`src/rtl/eth_field_tracker_pkg.sv`:
```
// Shared constants, state encoding and flag bundle for the receive-side
// Ethernet field tracker.
package eth_pkg;

  localparam logic [7:0] PREAMBLE_BYTE = 8'h55;
  localparam logic [7:0] SFD_BYTE      = 8'hD5;

  localparam int MAC_ADDR_BYTES   = 6;
  localparam int ETHER_TYPE_BYTES = 2;

  typedef enum logic [2:0] {
    IDLE,
    PRE,
    DST,
    SRC,
    TYPE,
    PAY,
    DROP
  } fld_state_e;

  typedef struct packed {
    logic preamble_or_sfd;
    logic dst_mac;
    logic src_mac;
    logic ether_type;
    logic payload_or_fcs;
  } fld_flags_t;

  localparam fld_flags_t FLAGS_NONE = '0;

endpackage

```
`src/rtl/eth_field_tracker_if.sv`:
```
// One-hot field classification of the registered byte stream, driven by the
// tracker (master) and consumed by the downstream parser (slave).
interface eth_fields_if;

  logic is_preamble_or_sfd;
  logic is_dst_mac;
  logic is_src_mac;
  logic is_ether_type;
  logic is_payload_or_fcs;

  modport master (
    output is_preamble_or_sfd,
    output is_dst_mac,
    output is_src_mac,
    output is_ether_type,
    output is_payload_or_fcs
  );

  modport slave (
    input is_preamble_or_sfd,
    input is_dst_mac,
    input is_src_mac,
    input is_ether_type,
    input is_payload_or_fcs
  );

endinterface

```
`src/rtl/eth_field_tracker.sv`:
```
// Byte-wide GMII receive framer: classifies every byte of a frame, registers
// it with its field flag, and reports frame end, abort and length.
module eth_field_tracker
  import eth_pkg::*;
#(
  parameter int MAX_PREAMBLE  = 7,
  parameter int MIN_FRAME_LEN = 64,
  parameter int LEN_W         = 16
) (
  input  logic              clk,
  input  logic              rst_n,
  input  logic [7:0]        rx_data,
  input  logic              rx_valid,
  input  logic              rx_err,
  output logic [7:0]        data_o,
  output logic              valid_o,
  eth_fields_if.master      fields,
  output logic              sof_o,
  output logic              frame_done_o,
  output logic              frame_abort_o,
  output logic              too_short_o,
  output logic [LEN_W-1:0]  frame_len_o
);

  localparam int PRE_W = (MAX_PREAMBLE < 1) ? 1 : $clog2(MAX_PREAMBLE + 1);

  localparam logic [PRE_W-1:0] PRE_MAX   = PRE_W'(MAX_PREAMBLE);
  localparam logic [LEN_W-1:0] LEN_MIN   = LEN_W'(MIN_FRAME_LEN);
  localparam logic [2:0]       MAC_LAST  = 3'(MAC_ADDR_BYTES - 1);
  localparam logic [2:0]       TYPE_LAST = 3'(ETHER_TYPE_BYTES - 1);

  // Oversized frames stick at all-ones instead of wrapping to a small length.
  function automatic logic [LEN_W-1:0] sat_inc(input logic [LEN_W-1:0] v);
    return (&v) ? v : v + LEN_W'(1);
  endfunction

  fld_state_e       state, state_n;
  logic [PRE_W-1:0] pre_cnt, pre_cnt_n;
  logic [2:0]       field_cnt, field_cnt_n;
  logic [LEN_W-1:0] len_cnt, len_cnt_n;
  logic [2:0]       field_last;

  fld_flags_t       flags_n, flags_p1;
  logic             accept;
  logic             sof_n;
  logic             done_n;
  logic             abort_n;
  logic             too_short_n;
  logic [LEN_W-1:0] frame_len_n;

  assign field_last = (state == TYPE) ? TYPE_LAST : MAC_LAST;

  // ---- state register ----
  always_ff @(posedge clk or negedge rst_n) begin
    if (!rst_n) begin
      state     <= IDLE;
      pre_cnt   <= '0;
      field_cnt <= '0;
      len_cnt   <= '0;
    end else begin
      state     <= state_n;
      pre_cnt   <= pre_cnt_n;
      field_cnt <= field_cnt_n;
      len_cnt   <= len_cnt_n;
    end
  end

  // ---- next state and per-byte classification ----
  always_comb begin
    state_n     = state;
    pre_cnt_n   = pre_cnt;
    field_cnt_n = field_cnt;
    len_cnt_n   = len_cnt;
    flags_n     = FLAGS_NONE;
    accept      = 1'b0;
    sof_n       = 1'b0;
    done_n      = 1'b0;
    abort_n     = 1'b0;
    frame_len_n = frame_len_o;
    too_short_n = too_short_o;

    case (state)
      IDLE: begin
        if (rx_valid) begin
          // No frame has started yet, so an errored byte here is dropped silently.
          if (rx_err) begin
            state_n = DROP;
          end else begin
            accept                  = 1'b1;
            flags_n.preamble_or_sfd = 1'b1;
            if (rx_data == PREAMBLE_BYTE) begin
              state_n   = PRE;
              pre_cnt_n = PRE_W'(1);
            end else if (rx_data == SFD_BYTE) begin
              state_n     = DST;
              field_cnt_n = '0;
              len_cnt_n   = '0;
            end else begin
              state_n = DROP;
            end
          end
        end
      end

      PRE: begin
        if (!rx_valid) begin
          state_n = IDLE;
          abort_n = 1'b1;
        end else if (rx_err) begin
          state_n = DROP;
          abort_n = 1'b1;
        end else begin
          accept                  = 1'b1;
          flags_n.preamble_or_sfd = 1'b1;
          if (rx_data == PREAMBLE_BYTE && pre_cnt < PRE_MAX) begin
            pre_cnt_n = pre_cnt + PRE_W'(1);
          end else if (rx_data == SFD_BYTE) begin
            state_n     = DST;
            field_cnt_n = '0;
            len_cnt_n   = '0;
          end else begin
            state_n = DROP;
            abort_n = 1'b1;
          end
        end
      end

      DST, SRC, TYPE: begin
        if (!rx_valid) begin
          state_n = IDLE;
          abort_n = 1'b1;
        end else if (rx_err) begin
          state_n = DROP;
          abort_n = 1'b1;
        end else begin
          accept    = 1'b1;
          len_cnt_n = sat_inc(len_cnt);
          sof_n     = (state == DST) && (field_cnt == 3'd0);
          case (state)
            DST:     flags_n.dst_mac    = 1'b1;
            SRC:     flags_n.src_mac    = 1'b1;
            default: flags_n.ether_type = 1'b1;
          endcase
          if (field_cnt == field_last) begin
            field_cnt_n = '0;
            case (state)
              DST:     state_n = SRC;
              SRC:     state_n = TYPE;
              default: state_n = PAY;
            endcase
          end else begin
            field_cnt_n = field_cnt + 3'd1;
          end
        end
      end

      PAY: begin
        if (!rx_valid) begin
          state_n     = IDLE;
          done_n      = 1'b1;
          frame_len_n = len_cnt;
          too_short_n = (len_cnt < LEN_MIN);
        end else if (rx_err) begin
          state_n = DROP;
          abort_n = 1'b1;
        end else begin
          accept                 = 1'b1;
          flags_n.payload_or_fcs = 1'b1;
          len_cnt_n              = sat_inc(len_cnt);
        end
      end

      DROP: begin
        if (!rx_valid) state_n = IDLE;
      end

      default: begin
        state_n = IDLE;
      end
    endcase
  end

  // ---- output stage: byte, flags and frame status registered together ----
  always_ff @(posedge clk or negedge rst_n) begin
    if (!rst_n) begin
      data_o        <= '0;
      valid_o       <= 1'b0;
      flags_p1      <= FLAGS_NONE;
      sof_o         <= 1'b0;
      frame_done_o  <= 1'b0;
      frame_abort_o <= 1'b0;
      too_short_o   <= 1'b0;
      frame_len_o   <= '0;
    end else begin
      data_o        <= rx_data;
      valid_o       <= accept;
      flags_p1      <= flags_n;
      sof_o         <= sof_n;
      frame_done_o  <= done_n;
      frame_abort_o <= abort_n;
      too_short_o   <= too_short_n;
      frame_len_o   <= frame_len_n;
    end
  end

  assign fields.is_preamble_or_sfd = flags_p1.preamble_or_sfd;
  assign fields.is_dst_mac         = flags_p1.dst_mac;
  assign fields.is_src_mac         = flags_p1.src_mac;
  assign fields.is_ether_type      = flags_p1.ether_type;
  assign fields.is_payload_or_fcs  = flags_p1.payload_or_fcs;

endmodule

```
`src/flat_wrapper.sv`:
```
// flat-port wrapper written by rule: the top's interface ports become plain ports
module eth_field_tracker_flat import eth_pkg::*;
#(
  parameter int MAX_PREAMBLE  = 7,
  parameter int MIN_FRAME_LEN = 64,
  parameter int LEN_W         = 16
)
  (clk, rst_n, rx_data, rx_valid, rx_err, data_o, valid_o, sof_o, frame_done_o, frame_abort_o, too_short_o, frame_len_o, fields_is_preamble_or_sfd, fields_is_dst_mac, fields_is_src_mac, fields_is_ether_type, fields_is_payload_or_fcs);
  eth_fields_if fields_i ();
  input  logic clk;
  input  logic rst_n;
  input  logic [7:0] rx_data;
  input  logic rx_valid;
  input  logic rx_err;
  output logic [7:0] data_o;
  output logic valid_o;
  output logic sof_o;
  output logic frame_done_o;
  output logic frame_abort_o;
  output logic too_short_o;
  output logic [LEN_W-1:0] frame_len_o;
  output wire logic [$bits(fields_i.is_preamble_or_sfd)-1:0] fields_is_preamble_or_sfd;
  output wire logic [$bits(fields_i.is_dst_mac)-1:0] fields_is_dst_mac;
  output wire logic [$bits(fields_i.is_src_mac)-1:0] fields_is_src_mac;
  output wire logic [$bits(fields_i.is_ether_type)-1:0] fields_is_ether_type;
  output wire logic [$bits(fields_i.is_payload_or_fcs)-1:0] fields_is_payload_or_fcs;
  assign fields_is_preamble_or_sfd = fields_i.is_preamble_or_sfd;
  assign fields_is_dst_mac = fields_i.is_dst_mac;
  assign fields_is_src_mac = fields_i.is_src_mac;
  assign fields_is_ether_type = fields_i.is_ether_type;
  assign fields_is_payload_or_fcs = fields_i.is_payload_or_fcs;
  eth_field_tracker #(.MAX_PREAMBLE(MAX_PREAMBLE), .MIN_FRAME_LEN(MIN_FRAME_LEN), .LEN_W(LEN_W)) u_core (.clk(clk), .rst_n(rst_n), .rx_data(rx_data), .rx_valid(rx_valid), .rx_err(rx_err), .data_o(data_o), .valid_o(valid_o), .fields(fields_i), .sof_o(sof_o), .frame_done_o(frame_done_o), .frame_abort_o(frame_abort_o), .too_short_o(too_short_o), .frame_len_o(frame_len_o));
endmodule
```
`config.mk`:
```
export PLATFORM = sky130hd
export DESIGN_NAME = eth_field_tracker_flat
export DESIGN_NICKNAME = d
export VERILOG_FILES = /design/src/rtl/eth_field_tracker_pkg.sv /design/src/rtl/eth_field_tracker_if.sv /design/src/rtl/eth_field_tracker.sv /design/src/flat_wrapper.sv
export SDC_FILE = /design/constraint.sdc
export NUM_CORES = 1
export LEC_CHECK = 0
export CORE_ASPECT_RATIO = 1.1
export CORE_MARGIN = 4
export CORE_UTILIZATION = 35
export CTS_CLUSTER_DIAMETER = 80
export DETAILED_ROUTE_END_ITERATION = 16
export HOLD_SLACK_MARGIN = 0.02
export SLEW_MARGIN = 10
export SYNTH_ARGS = -nofsm -noshare
export SYNTH_HDL_FRONTEND = slang
export SYNTH_SLANG_ARGS = --single-unit
```
`constraint.sdc`:
```
create_clock -name clk -period 2.8 [get_ports clk]
set_clock_uncertainty 0.15 [all_clocks]
set_input_delay 0.42 -clock clk [delete_from_list [all_inputs] [get_ports clk]]
set_output_delay 0.42 -clock clk [all_outputs]
set_load 0.01 [all_outputs]
```
==> impl_summary.log <==
INFO  metric start_util = 0.3585
INFO  metric fin_hold_viols = 0
INFO  metric max_stage_delay = around 0.56 ns
INFO  metric clkSinkCount = 59
INFO  metric fp-row-count = 34
INFO  metric core_region_area = 7913 um^2
INFO  metric clock-root-buffer = clkbuf_8
INFO  metric p_leak = 0.001517 uW
INFO  metric ys_ff_latch = 59
INFO  metric post_cts_buffers = 0
INFO  metric track_usage = 0.1388
INFO  metric crit_required = 2.86 ns
INFO  metric critPathCaptureType = flop
INFO  metric wl_per_cell = approximately 14 um
INFO  metric h_tree_levels = 3
INFO  metric most_repeated_cell_in_the_gate_level_netlist_after_synthesis = dfrtp_1
INFO  metric synth.lib_cells_used.distinct = 58
INFO  metric headroom_to_the_max_slew_limit = 0.4856
INFO  metric vias_per_cell = 5.273
INFO  metric grt_pass1_wl = 10350 um
INFO  metric max-cap-violations = 0
INFO  metric chain_of_cells_forming_the_critical_path = or3b_1, o22a_1, o21a_1, o21ai_2, mux2_2
INFO  metric setup.worst_path.class = reg -> reg
INFO  metric synth.avg_cell_area = 10.58 um^2
INFO  metric die_x = about 94 um
INFO  metric gpl.final_weighted_congestion = 0.8748
INFO  metric number_of_global_route_vias_before_repair = 2268
INFO  metric grt-ovfl-total = 0
INFO  metric postSynth.asyncResetShare = 1.000
INFO  metric type_of_the_tightest_min_delay_check = reg -> reg
INFO  metric cts_buffer_depth = 2
INFO  metric synthDominantCellAreaShare = 0.5205
INFO  metric worstSetupStartpointType = flop
INFO  metric status = finished, final reports clean
INFO  metric achievable-frequency = 0.4424 GHz
INFO  metric synth_warnings = 0
INFO  metric design.die.area = ~9600 um^2
INFO  metric largest_net_degree_at_the_start_of_global_routing = 36
INFO  metric critical_path.max_fanout = 16
INFO  metric timing.critical_path.slowest_stage_cell = dfrtp_1
INFO  metric dp.cells = around 420
INFO  metric drc_violations = 0
INFO  metric antenna_found_initial = 0
INFO  metric place_ws = roughly 0.31 ns
INFO  metric cts_inserted_buffers = 9
INFO  metric clk_pin_slew_worst_paths = roughly 0.060 ns
INFO  metric total_standard_cell_area_after_synthesis = 2836 um^2
INFO  metric max_slew.worst_pin.slew = 0.7645 ns
INFO  metric detailroute.via_count = approximately 2300
INFO  metric synth_top_flop_cell = dfrtp_1
INFO  metric finalWorstPathRequiredPeriod = 2.260 ns
INFO  metric syn-num-nets = 282
INFO  metric final.period_utilization = 0.8073
INFO  metric area_growth = 26.64%
INFO  metric fp.dieH = 102.4 um
INFO  metric clk_latency_worst_skew_pair = 0.33 ns
INFO  metric post-route-worst-setup-slack = 0.5396 ns
INFO  metric final_layout_size_suffix_gt1_frac = 0.1605
INFO  metric power.ir.vdd_worst = 0.0004326 V
INFO  metric netlist_top_cells_area = dfrtp_1 (52%), mux2_2 (7.1%), nand2_1 (4.4%)
INFO  metric io_pins = 46
INFO  metric drt_iter0_drc = 121
INFO  metric synth.yosys.seq_area_share = 0.5205
INFO  metric timing_max_transition_violations_final = 0
INFO  metric final_antenna_net_count = 0
INFO  metric antenna_cells_inserted = 0
INFO  metric synth_edf_count = 0
INFO  metric finalNetCount = between 300 and 400
INFO  metric detailedRoute.firstPassIterationCount = 4
INFO  metric final.setup.tns = 0 ns
INFO  metric powerDensity = 834.6 nW/um^2
INFO  metric placement.io_buffers = 45
INFO  metric rsz0062_at_grt = false
INFO  metric route.final.wire_length = 6240 um
INFO  metric worst-endpoint-arrival = between 2 and 2.5 ns
INFO  metric dpl-instance-area = ~3400 um^2
INFO  metric final-setup-viol-count = 0
INFO  metric synthDominantAreaCellType = dfrtp_1
INFO  metric final_cells = 432
INFO  metric dp.final_hpwl = approximately 4400 um
INFO  metric stdcell_area = between 3000 and 4000 um^2
INFO  metric netlist_instances = 268
INFO  metric synthTopCellsByCount = dfrtp_1 (59), nand2_1 (33), a31oi_1 (18), mux2_2 (18), nor2_1 (15)
INFO  metric final_core_utilization = 0.4540
INFO  metric tritoncts = done
-- power by group --
part	switching (uW)	leakage, uW	internal, uW
Clock	313	0.0000905	368
Combinational	589	0.000663	530
Sequential	181	0.000763	1020
-- through the flow --
step	hold WS, ns	total power (uW)
finish	0.3537	2998
global route	0.3858	3216
CTS	0.3601	3037
detailed placement	0.3142	2333
global placement	0.3046	2318
floorplan	-0.02559	1940
-- final timing paths --
kind | start | end | slack (ns) | cells after the start
hold reg to reg | u_core.frame_len_o[9]$_DFFE_PN0P_ | u_core.frame_len_o[9]$_DFFE_PN0P_ | 0.35 | 1
min in group asynchronous | rst_n | u_core.frame_len_o[10]$_DFFE_PN0P_ | 0.48 | 2
hold / removal | u_core.frame_len_o[9]$_DFFE_PN0P_ | u_core.frame_len_o[9]$_DFFE_PN0P_ | 0.35 | 1
max in group asynchronous | rst_n | u_core.valid_o$_DFF_PN0_ | 1.43 | 3
setup / recovery | u_core.state[0]$_DFFE_PN0P_ | u_core.state[2]$_DFFE_PN0P_ | 0.54 | 5
setup reg to reg | u_core.state[0]$_DFFE_PN0P_ | u_core.state[2]$_DFFE_PN0P_ | 0.54 | 5
-- cell type report --
cell class	count	area, um^2
clock buffer	14	162.7
clock inverter	2	10.01
fill	758	4320
inverter	7	26.28
multi-input combinational	188	1254
sequential	59	1476
tap	108	135.1
timing repair buffer	54	528.0
-- worst max-delay path, delay by kind of cell, from the launching register on --
kind	cells	cell delay, ns
AND/OR/NAND/NOR	1	0.47
flip-flops	1	0.56
AO/OA/AOI/OAI	3	0.59
multiplexers	1	0.37
-- cells in the final DEF, fill, tap and decap left out, types with 2 or more instances in the layout --
master and n:
a21oi_1 9, a22o_1 2, a31oi_1 18, a41oi_1 4
and3_1 2, and4bb_2 2, buf_4 7, clkbuf_1 3
clkbuf_8 11, clkdlybuf4s50_1 44, clkinv_2 2, dfrtp_1 59
ha_1 2, inv_1 7, mux2_2 18, mux2i_1 4
nand2_1 33, nand2b_1 6, nand3_1 9, nand4_1 4
nor2_1 15, nor3_1 7, nor4_1 6, o21ai_0 9
o21ai_1 3, o22ai_1 2, o31ai_1 2
-- cells by family after synthesis --
family | synth area share
and+or+nand+nor | 0.1914
AOI/OAI and AO/OA | 0.1473
DFF | 0.5205
muxes | 0.08557
buffers and inverters | 0.03749
xor gates and xnor gates | 0.008824
adders and majority gates | 0.008821
-- routing by layer --
layer,routed length (um),global-route usage,vias to the layer above
met1,2613,0.1539,1113
met5,0,0,-
met2,3201,0.2463,55
met4,189,0.07333,0
li1,-,-,1093
met3,236,0.03314,17
-- registers in the layout, summed over array words and instances, names as in the netlist --
name,flops
u_core.frame_done_o,1
u_core.fields.is_src_mac,1
u_core.too_short_o,1
u_core.fields.is_payload_or_fcs,1
u_core.field_cnt,3
u_core.sof_o,1
u_core.frame_len_o,16
u_core.len_cnt,16
u_core.frame_abort_o,1
u_core.fields.is_preamble_or_sfd,1
u_core.valid_o,1
u_core.data_o,8
u_core.fields.is_dst_mac,1
u_core.fields.is_ether_type,1
u_core.pre_cnt,3
u_core.state,3
-- what timing repair did --
item / in CTS / in global routing
endpoints found under the hold margin: 24 / 0
gates resized for setup: 0 / 0
hold buffers: 1 / 0
Note: power is estimated with default switching activity, not from simulation.
